<file path="src/rtl/imm_packer.sv">
// ============================================================================
// Module     : imm_packer
// Description: Scatters a signed immediate into the RISC-V immediate field of
//              an instruction template, with range/alignment checking and a
//              saturating error counter. Optional macro:
//              IMM_PACKER_ROUNDTRIP_CHECK_EN (decode-back consistency check).
// Revision   : 1.0 - initial release
// ============================================================================
`default_nettype none

module imm_packer #(
  parameter int ERR_CNT_W = 8
) (
  input  logic                 clk,
  input  logic                 rst,
  input  logic                 in_valid,
  output logic                 in_ready,
  input  logic [2:0]           in_ext_op,
  input  logic [31:0]          in_imm,
  input  logic [31:0]          in_tmpl,
  output logic                 out_valid,
  input  logic                 out_ready,
  output logic [31:0]          out_inst,
  output logic                 out_err,
`ifdef IMM_PACKER_ROUNDTRIP_CHECK_EN
  output logic                 rt_mismatch,
`endif
  output logic [ERR_CNT_W-1:0] err_cnt
);

  localparam logic [1:0] c_OP_I = 2'b00;
  localparam logic [1:0] c_OP_U = 2'b01;
  localparam logic [1:0] c_OP_B = 2'b10;
  localparam logic [1:0] c_OP_J = 2'b11;

  logic [31:0] w_inst;
  logic        w_err;
  logic        w_err_all;
  logic        w_acc;
  logic        w_load_main;

  // Packing plus range/alignment check; out-of-range values are still packed truncated.
  always_comb begin
    w_inst = in_tmpl;
    w_err  = 1'b0;
    if (in_ext_op[2]) begin
      w_inst[31:25] = in_imm[11:5];
      w_inst[11:7]  = in_imm[4:0];
      w_err         = ~((&in_imm[31:11]) | ~(|in_imm[31:11]));
    end else begin
      case (in_ext_op[1:0])
        c_OP_I: begin
          w_inst[31:20] = in_imm[11:0];
          w_err         = ~((&in_imm[31:11]) | ~(|in_imm[31:11]));
        end
        c_OP_U: begin
          w_inst[31:12] = in_imm[31:12];
          w_err         = |in_imm[11:0];
        end
        c_OP_B: begin
          w_inst[31]    = in_imm[12];
          w_inst[30:25] = in_imm[10:5];
          w_inst[11:8]  = in_imm[4:1];
          w_inst[7]     = in_imm[11];
          w_err         = ~((&in_imm[31:12]) | ~(|in_imm[31:12])) | in_imm[0];
        end
        default: begin
          w_inst[31]    = in_imm[20];
          w_inst[30:21] = in_imm[10:1];
          w_inst[20]    = in_imm[11];
          w_inst[19:12] = in_imm[19:12];
          w_err         = ~((&in_imm[31:20]) | ~(|in_imm[31:20])) | in_imm[0];
        end
      endcase
    end
  end

`ifdef IMM_PACKER_ROUNDTRIP_CHECK_EN
  logic [31:0] w_dec;
  logic        w_rt_mm;
  logic        r_main_mm;
  logic        r_skid_mm;

  // Re-extract the immediate exactly as the immediate generator would.
  always_comb begin
    w_dec = 32'd0;
    if (in_ext_op[2]) begin
      w_dec = {{20{w_inst[31]}}, w_inst[31:25], w_inst[11:7]};
    end else begin
      case (in_ext_op[1:0])
        c_OP_I:  w_dec = {{20{w_inst[31]}}, w_inst[31:20]};
        c_OP_U:  w_dec = {w_inst[31:12], 12'd0};
        c_OP_B:  w_dec = {{19{w_inst[31]}}, w_inst[31], w_inst[7], w_inst[30:25],
                          w_inst[11:8], 1'b0};
        default: w_dec = {{11{w_inst[31]}}, w_inst[31], w_inst[19:12], w_inst[20],
                          w_inst[30:21], 1'b0};
      endcase
    end
  end

  assign w_rt_mm   = ~w_err & (w_dec != in_imm);
  assign w_err_all = w_err | w_rt_mm;
`else
  assign w_err_all = w_err;
`endif

  logic                 r_main_valid;
  logic [31:0]          r_main_inst;
  logic                 r_main_err;
  logic                 r_skid_valid;
  logic [31:0]          r_skid_inst;
  logic                 r_skid_err;
  logic [ERR_CNT_W-1:0] r_err_cnt;

  assign in_ready    = ~r_skid_valid;
  assign w_acc       = in_valid & ~r_skid_valid;
  assign w_load_main = ~r_main_valid | out_ready;

  always_ff @(posedge clk or posedge rst) begin
    if (rst) begin
      r_main_valid <= 1'b0;
      r_main_inst  <= 32'd0;
      r_main_err   <= 1'b0;
      r_skid_valid <= 1'b0;
      r_skid_inst  <= 32'd0;
      r_skid_err   <= 1'b0;
`ifdef IMM_PACKER_ROUNDTRIP_CHECK_EN
      r_main_mm    <= 1'b0;
      r_skid_mm    <= 1'b0;
`endif
    end else if (w_load_main) begin
      // Skid has priority so ordering holds; it cannot coexist with an accept.
      if (r_skid_valid) begin
        r_main_valid <= 1'b1;
        r_main_inst  <= r_skid_inst;
        r_main_err   <= r_skid_err;
        r_skid_valid <= 1'b0;
`ifdef IMM_PACKER_ROUNDTRIP_CHECK_EN
        r_main_mm    <= r_skid_mm;
`endif
      end else begin
        r_main_valid <= w_acc;
        if (w_acc) begin
          r_main_inst <= w_inst;
          r_main_err  <= w_err;
`ifdef IMM_PACKER_ROUNDTRIP_CHECK_EN
          r_main_mm   <= w_rt_mm;
`endif
        end
      end
    end else if (w_acc) begin
      r_skid_valid <= 1'b1;
      r_skid_inst  <= w_inst;
      r_skid_err   <= w_err;
`ifdef IMM_PACKER_ROUNDTRIP_CHECK_EN
      r_skid_mm    <= w_rt_mm;
`endif
    end
  end

  always_ff @(posedge clk or posedge rst) begin
    if (rst) begin
      r_err_cnt <= '0;
    end else if (w_acc && w_err_all && (r_err_cnt != {ERR_CNT_W{1'b1}})) begin
      r_err_cnt <= r_err_cnt + 1'b1;
    end
  end

  assign out_valid = r_main_valid;
  assign out_inst  = r_main_inst;
  assign err_cnt   = r_err_cnt;
`ifdef IMM_PACKER_ROUNDTRIP_CHECK_EN
  assign out_err     = r_main_err | r_main_mm;
  assign rt_mismatch = r_main_mm;
`else
  assign out_err = r_main_err;
`endif

endmodule

`default_nettype wire

</file>
<file path="config.mk">
export PLATFORM = sky130hd
export DESIGN_NAME = imm_packer
export DESIGN_NICKNAME = d
export VERILOG_FILES = /design/src/rtl/imm_packer.sv
export SDC_FILE = /design/constraint.sdc
export NUM_CORES = 1
export LEC_CHECK = 0
export ABC_AREA = 1
export BUFFER_PORTS_ARGS = -buffer_cell sky130_fd_sc_hd__buf_2
export CAP_MARGIN = 10
export CORE_ASPECT_RATIO = 0.9
export CORE_MARGIN = 5
export CORE_UTILIZATION = 35
export CTS_BUF_LIST = sky130_fd_sc_hd__clkbuf_8
export DETAILED_ROUTE_END_ITERATION = 6
export PLACE_DENSITY_LB_ADDON = 0.2
export SLEW_MARGIN = 15
export SYNTH_ARGS = -nofsm -noshare
export SYNTH_HDL_FRONTEND = slang
export SYNTH_SLANG_ARGS = --single-unit
</file>
<file path="constraint.sdc">
create_clock -name clk -period 7.9 [get_ports clk]
set_input_delay 1.975 -clock clk [delete_from_list [all_inputs] [get_ports clk]]
set_output_delay 1.975 -clock clk [all_outputs]
set_load 0.05 [all_outputs]
</file>
# After elaboration in Yosys (flattened, before gate mapping)
# Cells that the tools add are included.
# Widths: inputs -> output; s select.
dict set report op_classes {
  reduce_logical 15
  n_mux 16
  n_eq_ne 3
  n_addsub 1
  bitwise 16
}
# operator n
set op_table {}
lappend op_table {{$mux 32} 2}
lappend op_table {{$reduce_or 12->1} 2}
lappend op_table {{$pmux 7 s3} 1}
lappend op_table {{$reduce_and 21->1} 1}
lappend op_table {{$reduce_or 21->1} 1}
lappend op_table {{$reduce_and 20->1} 1}
lappend op_table {{$reduce_or 20->1} 1}
lappend op_table {{$pmux 5 s3} 1}
lappend op_table {{$mux 13} 1}
lappend op_table {{$reduce_and 12->1} 1}
lappend op_table {{$mux 5} 2}
lappend op_table {{$not 1->1} 9}
lappend op_table {{$add 8x1->8 const B} 1}
lappend op_table {{$mux 8} 1}
lappend op_table {{$ne 8x8->1 const B} 1}
lappend op_table {{$mux 7} 1}
lappend op_table {{$mux 1} 6}
lappend op_table {{$or 1x1->1} 6}
lappend op_table {{$reduce_and 2->1} 2}
lappend op_table {{$reduce_bool 2->1} 2}
lappend op_table {{$pmux 1 s3} 1}
lappend op_table {{$eq 2x1->1 const B} 1}
lappend op_table {{$eq 2x2->1 const B} 1}
lappend op_table {{$logic_and 1x1->1} 2}
lappend op_table {{other kinds (3)} 3}
dict set report totals {
  input_bits 71
  elab_cells 58
  ff_bits 76
  output_inout_bits 43
}

# Longest topological paths before layout
dict set report depth {
  word_depth 9
  mapped_depth 14
  ltp_nobuf 14
}

# Least setup slack after synthesis
# Ideal clock, no wire load.
dict set report synth_path {
  path_kind {input -> register}
  from {input port in_imm[21]}
  to {register r_main_err, in the netlist out_err}
  required_time_ns 7.782
  t_arrival_ns 2.917
  setup_time_ns 0.118
  slack_ns 4.866
  path_buffers 0
  stages 14
  path_cell_list {nor2_1 -> nand2_1 -> nor2_1 -> nand2_1 -> nor2_4 -> nor2_1 -> nand2_1 -> nand2_1 -> nand2_1 -> nand2_4 -> nand2_2 -> nand2_1 -> nand2_1 -> nand2_1}
}
dict set report synth_via {
  elab_chain_cells 9
  elab_cells_between_ends 21
  classes_between {mux: 4; bitwise: 11; reduce/logical: 6}
}
# item line
set synth_lines {}
lappend synth_lines {{from (decl)} 19} ;# input logic [31:0] in_imm,
lappend synth_lines {{$reduce_or 20->1 or $reduce_or 12->1 (tied branches)} {65, 72}}
lappend synth_lines {{$not 1->1 (on tied branches)} {65, 72}}
lappend synth_lines {{$or 1x1->1 (on tied branches)} {65, 72}}
lappend synth_lines {{$not 1->1 (on tied branches)} {65, 72}}
lappend synth_lines {{$or 1x1->1 (on tied branches)} {65, 72}}
lappend synth_lines {{$pmux 1 s3} 51} ;# case (in_ext_op[1:0])
lappend synth_lines {{$mux 1 (*)} 46} ;# if (in_ext_op[2]) begin
lappend synth_lines {{$mux 1 (*)} 143} ;# if (w_acc) begin
lappend synth_lines {{$mux 1 (*)} 133} ;# if (r_skid_valid) begin
lappend synth_lines {{to (signal assigned)} 136} ;# r_main_err <= r_skid_err;
lappend synth_lines {{to (signal assigned)} 145} ;# r_main_err <= w_err;
lappend synth_lines {{to (decl)} 109} ;# logic r_main_err;
# Every way passes the cells marked *; elsewhere a longest branch is shown, timed or not. The select of a mux whose other input is x is not followed.
# A chain may end at the register's enable or synchronous reset.

# Worst setup path after layout
dict set report layout_path {
  from {register r_skid_valid}
  to {output port in_ready}
}
dict set report layout_via {
  elab_chain_cells 1
}
# item line
set layout_lines {}
lappend layout_lines {{from (decl)} 110} ;# logic r_skid_valid;
lappend layout_lines {{from (signal assigned)} 124} ;# r_skid_valid <= 1'b0;
lappend layout_lines {{from (signal assigned)} 137} ;# r_skid_valid <= 1'b0;
lappend layout_lines {{from (signal assigned)} 152} ;# r_skid_valid <= 1'b1;
lappend layout_lines {{$not 1->1} 115} ;# assign in_ready = ~r_skid_valid;
lappend layout_lines {{to (decl)} 17} ;# output logic in_ready,
# Every way passes these cells.

==> run metrics <==
count of cell types in the netlist=35; DR vias/cell=4.87; effective utilization at floorplan=36.0%; status=completed; final critical delay including setup and external delays=3.34 ns; met3 layer usage reported by global route=5.05%; skew final=0.00901 ns; category of the worst setup path capture point=primary output; die area=0.0134 mm^2; hold-fix buffers at CTS=0; initial antenna violation count=1; total CTS buffers=9; global-route wire length before repair=18100 um; overall via count from detail_route=3671; post-placement cell count=737; Worst-Margin Slew=1.01 ns; Final Net Count=668; number of sinks on the clock net=76; leading cell types in the layout, fill and taps excluded=sky130_fd_sc_hd__nand2_1, sky130_fd_sc_hd__buf_2, sky130_fd_sc_hd__dfrtp_1; synthesized area per cell=7.89 um^2; Post-Synthesis Cell Area=0.00390 mm^2; required time of the worst setup path=5.93 ns; share of cells above drive strength 1=25.0%; met2 Resource Use GR=28.8%; Critical Path Fanout Max=17; TritonCTS clock tree=built; number of cells in the finished layout apart from fillers=754; first-pass iteration count of the detailed router=4; number of hold-slack violations in the final timing report=0; half-perimeter wire length after placement=7780 um; Pwr Density=270 mW/mm^2; global route overflow=0; worst rel slew slack=32.4%; highest clock frequency the design can meet=299 MHz; setup repair after global routing missed its margin=false; synth-to-layout area growth=23.4%; synthesized flop and latch total=76; y dimension of the die=110 um; post-route antenna net violation count=0; leading cell type in the layout, fill and taps excluded=sky130_fd_sc_hd__nand2_1; fraction of the yosys area taken by sequential cells=48.7%; clock network latency to the later pin of the worst-skew pair=0.35 ns; element type at the critical path start=register; Buffers on Ports=106; Detailed Route Iter0 Violations=276; worst setup path category=reg -> out; via count of the first global-routing pass=3586; ports placed on the boundary=114; pin count of the biggest net entering global routing=77; routability-driven placement congestion ratio=0.892; Synth Instances=495; arrival time of the worst setup path=1.37 ns; Static Leakage=2.44 nW; DRC errors left=0; clock slew at reported path FFs=0.08 ns; root buffer cell=sky130_fd_sc_hd__clkbuf_8; global-route usage over all layers=17.2%; setup TNS after final layout=0 ns; met1 usage=22.6%; worst min-delay path class=reg -> reg; IR drop worst, VDD=229 uV; setup-violating endpoint count in the final report=0; Post-CTS Setup Bufs=0; die span in x=121 um; CTS resizes=0; count of warnings emitted by yosys=0; number of maximum-capacitance constraint violations=0; crit share post-route=42.3%; average detailed-routed wire length per instance=14.6 um; CTS H-tree lvls=3; number of buffers between clock root and the deepest sink=2; global-route layer with the greatest usage=met2; post-synth net total=567; row cnt=36; total length of routed wires=11000 um; Final Max Tran Viols=0; CORE AREA=0.0109 mm^2
## cells by family (layout without fill, tap and decap cells)
logic type / after synthesis / count (layout) / share of synthesized area (%)
compound gates: 106 / 106 / 15.4
xor+xnor: 5 / 5 / 1.12
fa+ha+maj: 1 / 1 / 0.320
buf+inv: 44 / 150 / 4.74
flops: 76 / 76 / 48.7
mux: 7 / 7 / 1.79
other cells: 0 / 1 / 0
simple gates: 256 / 256 / 27.9
## registers in the layout, summed over array words and instances, names as in the netlist
| signal | flops |
|---|---|
| out_inst | 32 |
| r_skid_inst | 32 |
| err_cnt | 8 |
| out_err | 1 |
| out_valid | 1 |
| r_skid_err | 1 |
| r_skid_valid | 1 |
## routing by layer
metal | routed length [um] | share of wire [%]
met3 | 598 | 5.4
met5 | 0 | 0
met2 | 5170 | 47
met1 | 5180 | 47
met4 | 67 | 0.61
## path summary, 6_finish.rpt
kind	start	end	slack, ns	cells after the start
setup / recovery	r_skid_valid	in_ready	4.56	2
hold / removal	r_skid_inst[5]	r_skid_inst[5]	0.48	2
setup reg to reg	r_skid_valid	out_inst[26]	5.50	8
hold reg to reg	r_skid_inst[5]	r_skid_inst[5]	0.48	2
max in group asynchronous	rst	out_inst[25]	5.32	3
min in group asynchronous	rst	out_inst[6]	1.93	3
## worst max-delay path: stages, from the launching register on
cell	delay (ns)
sky130_fd_sc_hd__dfrtp_1	0.39
sky130_fd_sc_hd__inv_2	0.28
sky130_fd_sc_hd__buf_2	0.34
## synth_stat cells (all sizes together)
master   count  area share, %
nor2        59            6.2
a22oi        1           0.19
o2111ai      1           0.22
o21ai       46            5.9
a21oi       34            4.6
nor4         3           0.48
inv         24            2.4
nand4       10            1.6
xnor2        3           0.67
buf         11            1.5
nand2      163             16
and2         2           0.32
clkbuf       9           0.87
nor3         2           0.54
mux2i        7            1.8
ha           1           0.32
xor2         2           0.45
dfrtp       76             49
o21a        13            2.5
a31oi       11            1.9
nand3       17            2.6
## report_power, final
| group | leakage, nW | switching, W | internal (W) | total [W] |
|---|---|---|---|---|
| registers | 0.920 | 0.0000496 | 0.000470 | 0.000520 |
| logic | 1.39 | 0.000300 | 0.000110 | 0.000410 |
| clock network | 0.131 | 0.000145 | 0.000226 | 0.000371 |
| total | 2.44 | 0.000495 | 0.000806 | 0.00130 |
## final cells by class
cell class | instances | area [um^2]
Sequential cell | 76 | 1900
Multi-Input combinational cell | 375 | 1820
Antenna cell | 1 | 2.50
Timing Repair Buffer | 110 | 561
Clock buffer | 11 | 151
Clock inverter | 5 | 98.8
Tap cell | 152 | 190
Inverter | 24 | 93.8
Fill cell | 1112 | 6040
## per-stage QoR
| step | hold slack [ns] | power, W | util, % | instance area, um^2 | setup slack [ns] |
|---|---|---|---|---|---|
| final | 0.476 | 0.00130 | 44.4 | 4820 | 4.56 |
| after global routing | 0.495 | 0.00138 | 44.4 | 4810 | 4.48 |
| after CTS | 0.479 | 0.00132 | 44.4 | 4810 | 4.52 |
| after detailed placement | 0.459 | 0.000942 | 42.0 | 4560 | 4.32 |
| after global placement | 0.454 | 0.000932 | 42.0 | 4560 | 4.31 |
| after floorplan | 0.442 | 0.000826 | - | 3910 | 3.99 |
(Power assumes the default switching activity.)
